==> src/rtl/elevator_controller.sv <==
// Sequencing controller for a single elevator car: latches hall and car calls,
// picks a travel direction, steps the floor register and times the door.
module elevator_controller #(
  parameter int unsigned MAX_FLOOR   = 8,
  parameter int unsigned MOVE_CYCLES = 4,
  parameter int unsigned DOOR_CYCLES = 6
) (
  input  logic                         clk,
  input  logic                         rst_n,
  input  logic [MAX_FLOOR-1:0]         upButton,
  input  logic [MAX_FLOOR-1:0]         downButton,
  input  logic [MAX_FLOOR-1:0]         floorButton,
  output logic [$clog2(MAX_FLOOR)-1:0] floor,
  output logic [MAX_FLOOR-1:0]         upRequest,
  output logic [MAX_FLOOR-1:0]         downRequest,
  output logic [MAX_FLOOR-1:0]         floorRequest,
  output logic                         movingUp,
  output logic                         movingDown,
  output logic                         doorOpen
);

  localparam int unsigned FlW    = $clog2(MAX_FLOOR);
  localparam int unsigned CntMax = (MOVE_CYCLES > DOOR_CYCLES) ? MOVE_CYCLES : DOOR_CYCLES;
  localparam int unsigned CntW   = (CntMax > 1) ? $clog2(CntMax) : 1;

  localparam logic [FlW-1:0]       TopFloor = FlW'(MAX_FLOOR - 1);
  localparam logic [CntW-1:0]      MoveLast = CntW'(MOVE_CYCLES - 1);
  localparam logic [CntW-1:0]      DoorLast = CntW'(DOOR_CYCLES - 1);
  localparam logic [MAX_FLOOR-1:0] OneHot0  = MAX_FLOOR'(1);

  typedef enum logic [1:0] {
    StIdle,
    StMoveUp,
    StMoveDown,
    StDoorOpen
  } state_e;

  state_e               state_q, state_d;
  logic [FlW-1:0]       floor_q, floor_d;
  logic [MAX_FLOOR-1:0] up_q, up_d;
  logic [MAX_FLOOR-1:0] dn_q, dn_d;
  logic [MAX_FLOOR-1:0] car_q, car_d;
  logic [CntW-1:0]      cnt_q, cnt_d;
  logic                 pref_up_q, pref_up_d;
  // Which hall bits were cleared at the current stop; those presses are absorbed
  // while the door stays open.
  logic                 clr_up_q, clr_up_d;
  logic                 clr_dn_q, clr_dn_d;

  // Bits strictly above / strictly below the floor selected by a one-hot vector.
  function automatic logic [MAX_FLOOR-1:0] mask_above(input logic [MAX_FLOOR-1:0] oh);
    return ~((oh << 1) - OneHot0);
  endfunction

  function automatic logic [MAX_FLOOR-1:0] mask_below(input logic [MAX_FLOOR-1:0] oh);
    return oh - OneHot0;
  endfunction

  logic [MAX_FLOOR-1:0] pend;
  logic [MAX_FLOOR-1:0] sel, sel_up, sel_dn;
  logic                 above, below;
  logic                 above_nf_up, below_nf_dn;
  logic                 go_up, go_dn;
  logic                 stop_up, stop_dn;
  logic [FlW-1:0]       nf_up, nf_dn;
  logic [MAX_FLOOR-1:0] set_up, set_dn, set_car;
  logic [MAX_FLOOR-1:0] clr_up_m, clr_dn_m, clr_car_m;

  always_comb begin
    pend   = up_q | dn_q | car_q;
    sel    = OneHot0 << floor_q;
    sel_up = sel << 1;
    sel_dn = sel >> 1;
    nf_up  = floor_q + FlW'(1);
    nf_dn  = floor_q - FlW'(1);

    above       = |(pend & mask_above(sel));
    below       = |(pend & mask_below(sel));
    above_nf_up = |(pend & mask_above(sel_up));
    below_nf_dn = |(pend & mask_below(sel_dn));

    // Direction choice shared by IDLE and door exit: keep the preferred
    // direction while it has work, otherwise take whatever remains.
    go_up = above && (pref_up_q || !below);
    go_dn = !go_up && below;

    stop_up = car_q[nf_up] || up_q[nf_up] || (!above_nf_up && pend[nf_up]) ||
              (nf_up == TopFloor);
    stop_dn = car_q[nf_dn] || dn_q[nf_dn] || (!below_nf_dn && pend[nf_dn]) ||
              (nf_dn == '0);
  end

  always_comb begin
    state_d   = state_q;
    floor_d   = floor_q;
    cnt_d     = cnt_q;
    pref_up_d = pref_up_q;
    clr_up_d  = clr_up_q;
    clr_dn_d  = clr_dn_q;
    clr_up_m  = '0;
    clr_dn_m  = '0;
    clr_car_m = '0;

    set_up  = upButton;
    set_dn  = downButton;
    set_car = floorButton;
    if (state_q == StDoorOpen) begin
      set_car = set_car & ~sel;
      if (clr_up_q) set_up = set_up & ~sel;
      if (clr_dn_q) set_dn = set_dn & ~sel;
    end

    unique case (state_q)
      StIdle: begin
        cnt_d = '0;
        if (pend[floor_q]) begin
          state_d   = StDoorOpen;
          clr_up_m  = sel;
          clr_dn_m  = sel;
          clr_car_m = sel;
          clr_up_d  = 1'b1;
          clr_dn_d  = 1'b1;
        end else if (go_up) begin
          state_d   = StMoveUp;
          pref_up_d = 1'b1;
        end else if (go_dn) begin
          state_d   = StMoveDown;
          pref_up_d = 1'b0;
        end
      end

      StMoveUp: begin
        cnt_d = cnt_q + CntW'(1);
        if (cnt_q == MoveLast) begin
          cnt_d   = '0;
          floor_d = nf_up;
          if (stop_up) begin
            state_d   = StDoorOpen;
            clr_car_m = sel_up;
            clr_up_m  = sel_up;
            clr_up_d  = 1'b1;
            clr_dn_d  = !above_nf_up;
            if (!above_nf_up) clr_dn_m = sel_up;
          end
        end
      end

      StMoveDown: begin
        cnt_d = cnt_q + CntW'(1);
        if (cnt_q == MoveLast) begin
          cnt_d   = '0;
          floor_d = nf_dn;
          if (stop_dn) begin
            state_d   = StDoorOpen;
            clr_car_m = sel_dn;
            clr_dn_m  = sel_dn;
            clr_dn_d  = 1'b1;
            clr_up_d  = !below_nf_dn;
            if (!below_nf_dn) clr_up_m = sel_dn;
          end
        end
      end

      StDoorOpen: begin
        cnt_d = cnt_q + CntW'(1);
        if (cnt_q == DoorLast) begin
          cnt_d    = '0;
          clr_up_d = 1'b0;
          clr_dn_d = 1'b0;
          if (go_up) begin
            state_d   = StMoveUp;
            pref_up_d = 1'b1;
          end else if (go_dn) begin
            state_d   = StMoveDown;
            pref_up_d = 1'b0;
          end else begin
            state_d = StIdle;
          end
        end
      end

      default: state_d = StIdle;
    endcase

    // A clear at a stop wins over a same-cycle press of that bit.
    up_d  = (up_q | set_up) & ~clr_up_m;
    dn_d  = (dn_q | set_dn) & ~clr_dn_m;
    car_d = (car_q | set_car) & ~clr_car_m;
  end

  always_ff @(posedge clk) begin
    if (!rst_n) begin
      state_q   <= StIdle;
      floor_q   <= '0;
      up_q      <= '0;
      dn_q      <= '0;
      car_q     <= '0;
      cnt_q     <= '0;
      pref_up_q <= 1'b1;
      clr_up_q  <= 1'b0;
      clr_dn_q  <= 1'b0;
    end else begin
      state_q   <= state_d;
      floor_q   <= floor_d;
      up_q      <= up_d;
      dn_q      <= dn_d;
      car_q     <= car_d;
      cnt_q     <= cnt_d;
      pref_up_q <= pref_up_d;
      clr_up_q  <= clr_up_d;
      clr_dn_q  <= clr_dn_d;
    end
  end

  assign floor        = floor_q;
  assign upRequest    = up_q;
  assign downRequest  = dn_q;
  assign floorRequest = car_q;
  assign movingUp     = (state_q == StMoveUp);
  assign movingDown   = (state_q == StMoveDown);
  assign doorOpen     = (state_q == StDoorOpen);

endmodule

==> config.mk <==
export PLATFORM = sky130hd
export DESIGN_NAME = elevator_controller
export DESIGN_NICKNAME = d
export VERILOG_FILES = /design/src/rtl/elevator_controller.sv
export SDC_FILE = /design/constraint.sdc
export NUM_CORES = 1
export LEC_CHECK = 0
export CORE_MARGIN = 1.5
export CORE_UTILIZATION = 59
export DETAILED_ROUTE_END_ITERATION = 10
export DONT_BUFFER_PORTS = 1
export GPL_TIMING_DRIVEN = 0
export PLACE_DENSITY = 0.89
export SLEW_MARGIN = 20
export SYNTH_ARGS = -nofsm -noshare
export SYNTH_HDL_FRONTEND = slang
export SYNTH_SLANG_ARGS = --single-unit
==> constraint.sdc <==
create_clock -name clk -period 3.3 [get_ports clk]
set_input_delay 0.495 -clock clk [delete_from_list [all_inputs] [get_ports clk]]
set_output_delay 0.495 -clock clk [all_outputs]
set_load 0.005 [all_outputs]
Word level (Yosys, flattened, before mapping)
Index checks and enable logic that the tools add are counted.
{"block": "word_totals", "word_cells": 150, "register_bits": 35, "output_inout_bits": 30, "in_bits": 26}
{"block": "op_classes", "n_mux": 67, "shift": 1, "order_cmp": 3, "n_reduce_logical": 28, "n_eq_ne": 14, "n_bitwise": 21, "addsub": 7}
{"op": "2-to-1 mux 8 bit", "n": 11}
{"op": "AND 8 bit", "n": 10}
{"op": "one-hot mux 8 bit (3 select lines)", "n": 3}
{"op": "inverter 8 bit", "n": 6}
{"op": "bitwise OR 8 bit", "n": 5}
{"op": "2-to-1 mux 7 bit", "n": 5}
{"op": "OR reduction 8 bit", "n": 4}
{"op": "subtractor 8 x 1 -> 8 bit, second input constant", "n": 3}
{"op": "binary-select mux 1 bit (select 3 bit)", "n": 7}
{"op": "2-to-1 mux 1 bit", "n": 21}
{"op": "2-to-1 mux 2 bit", "n": 10}
{"op": "< comparator 3 x 4 -> 1 bit, second input constant", "n": 3}
{"op": "2-to-1 mux 3 bit", "n": 4}
{"op": "AND reduction 6 bit", "n": 2}
{"op": "!= test 2 x 1 -> 1 bit, second input constant", "n": 5}
{"op": "one-hot mux 3 bit (3 select lines)", "n": 1}
{"op": "one-hot mux 1 bit (4 select lines)", "n": 2}
{"op": "one-hot mux 2 bit (4 select lines)", "n": 1}
{"op": "left shift 1 x 3 -> 8 bit, first input constant", "n": 1}
{"op": "subtractor 7 x 1 -> 8 bit, second input constant", "n": 1}
{"op": "logical OR 1 bit", "n": 7}
{"op": "adder 3 x 1 -> 3 bit, second input constant", "n": 2}
{"op": "== test 3 bit, second input constant", "n": 2}
{"op": "one-hot mux 3 bit (2 select lines)", "n": 1}
{"op": "other kinds (14)", "n": 24}

Logic depth before layout (Yosys ltp)
{"block": "depth", "ltp_word": 14, "depth_mapped": 14, "depth_no_buf": 12}

Least setup slack after synthesis
OpenSTA, ideal clock, no wires.
{"block": "synth_path", "path_kind": "register to register", "start": "register floor_q[0] (netlist: floor[0])", "end": "register up_q[1] (netlist: upRequest[1])", "slack_ns": 0.115, "setup_time_ns": 0.147, "arrival_time_ns": 3.038, "synth_period_minus_slack_ns": 3.185, "path_buffers": 1, "t_required_ns": 3.153, "stages_incl_launch_ff": 13, "path_cell_list": "dfxtp_1 > inv_1 > ha_1 > buf_2 > nor2b_1 > inv_1 > ha_1 > xnor2_1 > a222oi_1 > and3_4 > a21oi_4 > o41ai_1 > a2111oi_1"}
{"block": "synth_via", "elab_chain_cells": 14, "elab_cells_between_ends": 50, "cone_classes": "4 x add/sub; 1 x eq/ne; 1 x shift; 23 x mux; 8 x bitwise; 13 x reduce/logical"}
{"item": "from (decl)", "line_no": "39", "rtl": "logic [FlW-1:0] floor_q, floor_d;"}
{"item": "from (signal assigned)", "line_no": "204", "rtl": "floor_q <= floor_d;"}
{"item": "left shift 1 x 3 -> 8 bit", "line_no": "71", "rtl": "sel = OneHot0 << floor_q;"}
{"item": "subtractor 8 x 1 -> 8 bit", "line_no": "52", "rtl": "return ~((oh << 1) - OneHot0);"}
{"item": "inverter 8 bit", "line_no": "52"}
{"item": "AND 8 bit", "line_no": "79", "rtl": "above_nf_up = |(pend & mask_above(sel_up));"}
{"item": "OR reduction 8 bit", "line_no": "79"}
{"item": "zero test 1 bit"}
{"item": "logical AND 1 bit", "line_no": "87", "rtl": "stop_up = car_q[nf_up] || up_q[nf_up] || (!above_nf_up && pend[nf_up]) ||"}
{"item": "logical OR 1 bit (2 in series)", "line_no": "87"}
{"item": "2-to-1 mux 8 bit", "line_no": "137", "rtl": "if (stop_up) begin"}
{"item": "2-to-1 mux 8 bit", "line_no": "134", "rtl": "if (cnt_q == MoveLast) begin"}
{"item": "one-hot mux 8 bit (3 select lines)", "line_no": "113", "rtl": "unique case (state_q)"}
{"item": "inverter 8 bit", "line_no": "186", "rtl": "up_d = (up_q | set_up) & ~clr_up_m;"}
{"item": "AND 8 bit *", "line_no": "186"}
{"item": "to (signal assigned)", "line_no": "205", "rtl": "up_q <= up_d;"}
{"item": "to (decl)", "line_no": "40", "rtl": "logic [MAX_FLOOR-1:0] up_q, up_d;"}
Every way passes the cells marked *; elsewhere a longest branch is shown, timed or not. The select of a mux whose other input is x is not followed.
A chain may end at the register's enable or synchronous reset.

Worst setup path in the final report
{"block": "layout_path", "start": "register floor_q[0] (netlist: floor[0])", "end": "register up_q[4] (netlist: upRequest[4])"}
Same word-level chain as after synthesis.

==> summary.md <==
| Metric | Value |
|---|---|
| Total Power | 1433 µW |
| Synthesized cell area | 3288 µm² |
| Synth Flop Type | dfxtp_1 |
| Synth area leader | dfxtp_1 |
| Status | finished clean |
| Synth Instances | 411 |
| Setup crit start kind | register |
| Worst Hold Class | input pin to register |
| Setup Viol. Count Final | 0 |
| Share of the synthesized area in the top cell type | 0.2131 |
| Distinct cells, synth | 75 |
| First-pass GRT wire length | 18.18 mm |
| Initial Util | 0.6278 |
| Final ANT Viol Nets | 0 |
| GR peak layer | met2 |
| Slew @ Worst Pin | 944.7 ps |
| Hold Fails Final Rpt | 0 |
| Drt pass-1 iters | 7 |
| TritonCTS clock tree | built |
| Via Count | 3,547 |
| Antenna violations before repair | 0 |
| GRT overflow | 0 |
| Max Freq | 318.4 MHz |
| CTS Sinks | 35 |
| Synthesized area per cell | 8.000 µm² |
| GPL Wtd Cong | 1.013 |
| Met1 GRT Util | 0.5094 |
| PortBufs | 0 |
| Die area | 6030 µm² |
| Register area share after synthesis | 0.2131 |
| Fin crit period | 3141 ps |
| Site Rows | 26 |
| Slew headroom | 0.3654 |
| Antenna cells | 0 |
| Core Util, Final | 0.6897 |
| CP required | 3500 ps |
| H-tree depth | 2 |
| PD cells | 396.7 nW/µm² |
| CP Max Fanout | 10 |
| Grt met2 use | 0.5957 |
| Setup TNS | 0 ps |
| Placeable Area | 5238 µm² |
| Vias in the first global route | 3,388 |
| Area occupied by multi-input gates | 2436 µm² |
| Worst setup EP type | register |
| Leak | 0.001278 µW |
| Crit Path Class | register to register |
| RSZ-0062 raised after global routing | no |
| Root buffer cell | clkbuf_8 |
| Layout Skew | 10.71 ps |
| Maximum VDD drop | 396.3 µV |
| Worst-path clk slew | 70 ps |
| Clock Latency Late Sink | 300 ps |
| Met3 Usage GRT | 0.08941 |
| Io pins | 56 |
| Vias per cell | 7.239 |
| Synth-to-Final Area Change | 9.855% |
| Die H | 77.66 µm |
| # DRC | 0 |
| Die span in x | 77.66 µm |
| Max Cap Viol | 0 |
| Wire per inst | 23.35 µm |
| Post-synth net total | 457 |
| Warnings, synthesis | 0 |
| CTS Hold Buffers Added | 0 |
| Total Nets Final | 466 |
| Largest cells by area after synthesis | dfxtp_1, ha_1, a211oi_1, nand2_1, a21oi_1 |
| Initial drt markers | 566 |
| Data arrival time of the worst path | 3340 ps |
| Post-synthesis async set-or-reset flop share | 0 |
| Total CTS buffers | 5 |
| Global Route Usage Sum | 0.3848 |
| HPWL after DPL | 8.551 mm |
| Layout cells sized above 1 | 0.1905 |
| Number of synthesized flops with an enable pin | 0 |
| Hold WS | 402.3 ps |
| Fraction of the cycle the final worst path needs | 0.9518 |
| FILL cells | 434 |
| Reg area | 705.7 µm² |
| Max-slew violations | 0 |
| Routed Wire Length | 11.44 mm |
| CTS Buffer Depth | 2 |
| Register bit total from synthesis | 35 |
| Largest net degree at the start of global routing | 11 |
## layer usage
| metal | up-vias | wire, µm | share of wire |
|---|---|---|---|
| li1 | 1587 | - | - |
| met5 | - | 0 | 0 |
| met4 | 0 | 359 | 0.031 |
| met1 | 1653 | 4630 | 0.40 |
| met3 | 36 | 1315 | 0.11 |
| met2 | 271 | 5139 | 0.45 |
## report_power, final
part / internal [µW] / switching [µW]
clock: 164 / 166
sequential: 477 / 80.1
combinational: 189 / 358
total: 830 / 603
## worst max-delay path, stage by stage (launching register included)
cell       delay (ps)
dfxtp_2           370
inv_6             120
ha_4              190
buf_4             180
nor2b_4           200
inv_1             170
ha_4              230
nor4b_2           160
a211oi_2          260
a22oi_1           130
and3_4            240
a21oi_4           280
o22ai_1           170
a2111oi_2         330
## layout by cell type, fill, tap and decap left out, drive strengths merged, types with 4 or more instances in the layout
cell type and count:
nor2 24, clkbuf 16, or3 12, nor3 28, buf 21, nor4b 5
inv 22, o21ai 20, o311ai 4, nand3 8, a221oi 6, nor2b 4
nor4 8, o211ai 5, mux2i 6, a2111oi 8, nand2b 8, o22ai 8
and2 5, a21oi 28, a211oi 24, xor2 4, ha 20, nand2 40
dfxtp 35, nand4 5
## logic make-up (layout without fill, tap and decap cells)
logic type | Yosys count | after routing | share of synthesized area
buffers and inverters | 51 | 60 | 0.07877
AND/OR/NAND/NOR | 157 | 157 | 0.2694
adder cells (fa/ha/maj) | 20 | 20 | 0.07610
AO/OA/AOI/OAI | 132 | 132 | 0.3052
XOR/XNOR | 7 | 7 | 0.01865
multiplexers | 9 | 9 | 0.03881
flip-flops | 35 | 35 | 0.2131
## final cells by class
| cell class | count | area share |
|---|---|---|
| well taps | 70 | 0.02425 |
| multi-input cells | 325 | 0.6744 |
| repair buffers | 3 | 0.006235 |
| plain buffers | 28 | 0.05057 |
| flip-flops and latches | 35 | 0.1954 |
| clock buffers | 6 | 0.02286 |
| inverters | 22 | 0.02494 |
| clock inverters | 1 | 0.001386 |
## Yosys cell counts, types with 5 or more instances
cell	count
clkbuf_1	11
nor4_1	6
a21oi_1	26
buf_6	7
nand2_1	40
buf_2	9
nand4_1	5
and2_1	5
nand2b_1	8
dfxtp_1	35
o22ai_1	8
o21ai_0	18
mux2i_1	6
nor2_1	24
nor3_1	23
inv_1	21
or3_1	12
nand3_1	6
a211oi_1	20
ha_1	20
## flip-flops by register name, summed over array words and instances, names as in the netlist
| name | cells |
|---|---|
| pref_up_q | 1 |
| state_q | 2 |
| floor | 3 |
| floorRequest | 8 |
| clr_up_q | 1 |
| clr_dn_q | 1 |
| downRequest | 8 |
| upRequest | 8 |
| cnt_q | 3 |
## final timing paths
| path | from | to | slack (ps) | cells past startpoint |
|---|---|---|---|---|
| worst min-delay path | downButton[0] | downRequest[0]$_SDFF_PN0_ | 400 | 2 |
| worst max register to register | floor[0]$_SDFFE_PN0P_ | upRequest[4]$_SDFF_PN0_ | 160 | 13 |
| worst max-delay path | floor[0]$_SDFFE_PN0P_ | upRequest[4]$_SDFF_PN0_ | 160 | 13 |
| worst min register to register | clr_up_q$_SDFFE_PN0P_ | clr_up_q$_SDFFE_PN0P_ | 460 | 2 |
## per-stage QoR
step | instances | setup slack [ps] | cell area [µm²]
2_1_floorplan | 411 | 114.8 | 3288
3_3_place_gp | 481 | -847.2 | 3376
3_5_place_dp | 481 | -770.1 | 3376
4_1_cts | 491 | 8.688 | 3540
5_1_grt | 490 | 10.42 | 3612
6_report | 490 | 159.1 | 3612
## repair_timing
item / in CTS / in global routing
pin swaps: 1 / 5
setup buffers: 3 / 0
endpoints found under the setup margin: 27 / 27
gates cloned: 0 / 0
gates resized for setup: 20 / 15
(Power assumes the default switching activity.)
==> edit (same flow settings) <==
The 4 states of `state_e` get a one-hot encoding in 4 bits.
--- a/src/rtl/elevator_controller.sv
+++ b/src/rtl/elevator_controller.sv
@@ -30,7 +30,7 @@
 
-  typedef enum logic [1:0] {
-    StIdle,
-    StMoveUp,
-    StMoveDown,
-    StDoorOpen
+  typedef enum logic [3:0] {
+    StIdle     = 4'b0001,
+    StMoveUp   = 4'b0010,
+    StMoveDown = 4'b0100,
+    StDoorOpen = 4'b1000
   } state_e;
Formal check against the unedited RTL: no difference found for any inputs over 10 cycles, from zero or initial values and one cycle with rst_n low; not proved beyond that.
==> edit against the unedited design <==
Critical endpoint is now state_q[2]. Synthesized cell count down 3.4%. Count of clock-buffer cells in the layout unchanged. Area after synthesis down 5.2%. Non-clock buffer count up 7. Final area down 0.10%. Clock skew up 0.0018 ns. Power up 2.2%. Worst hold slack worse by 0.017 ns. Wire length down 1.0%. Combinational power down 1%. Cell count down 0.61%. Sequential cell count up 2. Highest routed layer unchanged. Worst setup slack worse by 0.13 ns.
==> edit: results (changes against the unedited design) <==
<table>
<tr><th>Metric</th><th>Value</th></tr>
<tr><th colspan="2">Layout</th></tr>
<tr><td>Multi-input combinational cell area</td><td>2347 µm² (-3.6%)</td></tr>
<tr><td>Count of inverters not on the clock network in the layout</td><td>19 (-14%)</td></tr>
<tr><td>Final Net Count</td><td>458 (-1.7%)</td></tr>
<tr><td>Layout non-clock buf frac</td><td>7.143% (+1.5 points)</td></tr>
<tr><td>Clk tree area frac</td><td>2.254% (-0.17 points)</td></tr>
<tr><td>Number of multi-input combinational cells</td><td>316 (-2.8%)</td></tr>
<tr><td>Filler instances</td><td>407 (-6.2%)</td></tr>
<tr><td>Cell Count, Final, Fillers Out</td><td>487 (-0.61%)</td></tr>
<tr><th colspan="2">Setup path</th></tr>
<tr><td>R2R Path Start</td><td>floor[1]</td></tr>
<tr><td>Cell at the slowest stage of the critical path</td><td>a2111o_1</td></tr>
<tr><td>FF-to-FF path depth</td><td>15 (+2)</td></tr>
<tr><th colspan="2">GRT</th></tr>
<tr><td>First-pass GRT wire length</td><td>16,530 µm (-9.1%)</td></tr>
<tr><td>Met2 capacity usage during global routing</td><td>59.94% (+0.38 points)</td></tr>
<tr><td>Global-route met3 utilization</td><td>11.38% (+2.4 points)</td></tr>
<tr><th colspan="2">Outcome</th></tr>
<tr><td>Status</td><td>finished, final reports clean</td></tr>
<tr><th colspan="2">Synth</th></tr>
<tr><td>Most frequent cells after synthesis</td><td>37 x dfxtp_1, 33 x a21oi_1, 33 x nand2_1</td></tr>
<tr><td>Number of nets produced by synthesis</td><td>438 (-4.2%)</td></tr>
<tr><td>Most area-consuming cells after synthesis</td><td>dfxtp_1 24%, ha_1 6.0%, a21oi_1 5.3%</td></tr>
<tr><td>Post-synthesis instance total</td><td>397 (-3.4%)</td></tr>
<tr><th colspan="2">Placement</th></tr>
<tr><td>Worst slack at placement</td><td>-0.9026 ns (-0.1325 ns)</td></tr>
<tr><th colspan="2">Power</th></tr>
<tr><td>Leak</td><td>1.292 nW (+1.1%)</td></tr>
<tr><td>Total power density per cell area</td><td>405.9 nW/µm² (+2.3%)</td></tr>
<tr><td>Proportion of power drawn by the clock network</td><td>21.8% (-1.2 points)</td></tr>
<tr><td>Internal Dissipation</td><td>0.8514 mW (+2.6%)</td></tr>
<tr><td>Maximum vdd drop</td><td>0.0003702 V (-6.6%)</td></tr>
<tr><th colspan="2">Timing</th></tr>
<tr><td>Final-layout worst hold slack</td><td>0.3848 ns (-0.01749 ns)</td></tr>
<tr><th colspan="2">Worst hold path</th></tr>
<tr><td>Worst Hold Endpoint</td><td>floorRequest[5]</td></tr>
<tr><th colspan="2">Drt</th></tr>
<tr><td>Violation count after the first detailed-route iteration</td><td>597 (+5.5%)</td></tr>
<tr><td>Detail Route met3 WL</td><td>1488 µm (+13%)</td></tr>
<tr><th colspan="2">Die</th></tr>
<tr><td>Overall die area</td><td>5730 µm² (-5.0%)</td></tr>
</table>
## edit: logic make-up (layout without fill, tap and decap cells)
logic type      after synthesis  in the layout  share of synthesized area, %
buf+inv                      44             64                         5.938
mux                           6              6                         3.531
xor+xnor                     10             10                         2.809
simple gates                131            131                         23.68
fa+ha+maj                    15             15                         6.019
compound gates              154            154                         34.27
flops                        37             37                         23.76
## edit: worst register-to-register path: stages (launching register included)
cell,delay [ns]
dfxtp_4,0.37
buf_6,0.15
inv_4,0.08
ha_4,0.14
nor2b_1,0.17
buf_4,0.18
clkinvlp_4,0.14
ha_4,0.22
nor3b_4,0.15
o22ai_2,0.21
buf_4,0.15
a21oi_1,0.05
a221o_1,0.28
a211o_1,0.34
a2111o_1,0.40
a21boi_2,0.16
## edit: timing repair
item                                   CTS  global route
endpoints found under the hold margin    0             0
pin swaps                               11            13
gates resized for setup                 35            27
hold buffers                             0             0
buffers inserted                         9             3
cloned                                   1             0
setup endpoints to repair               31            30
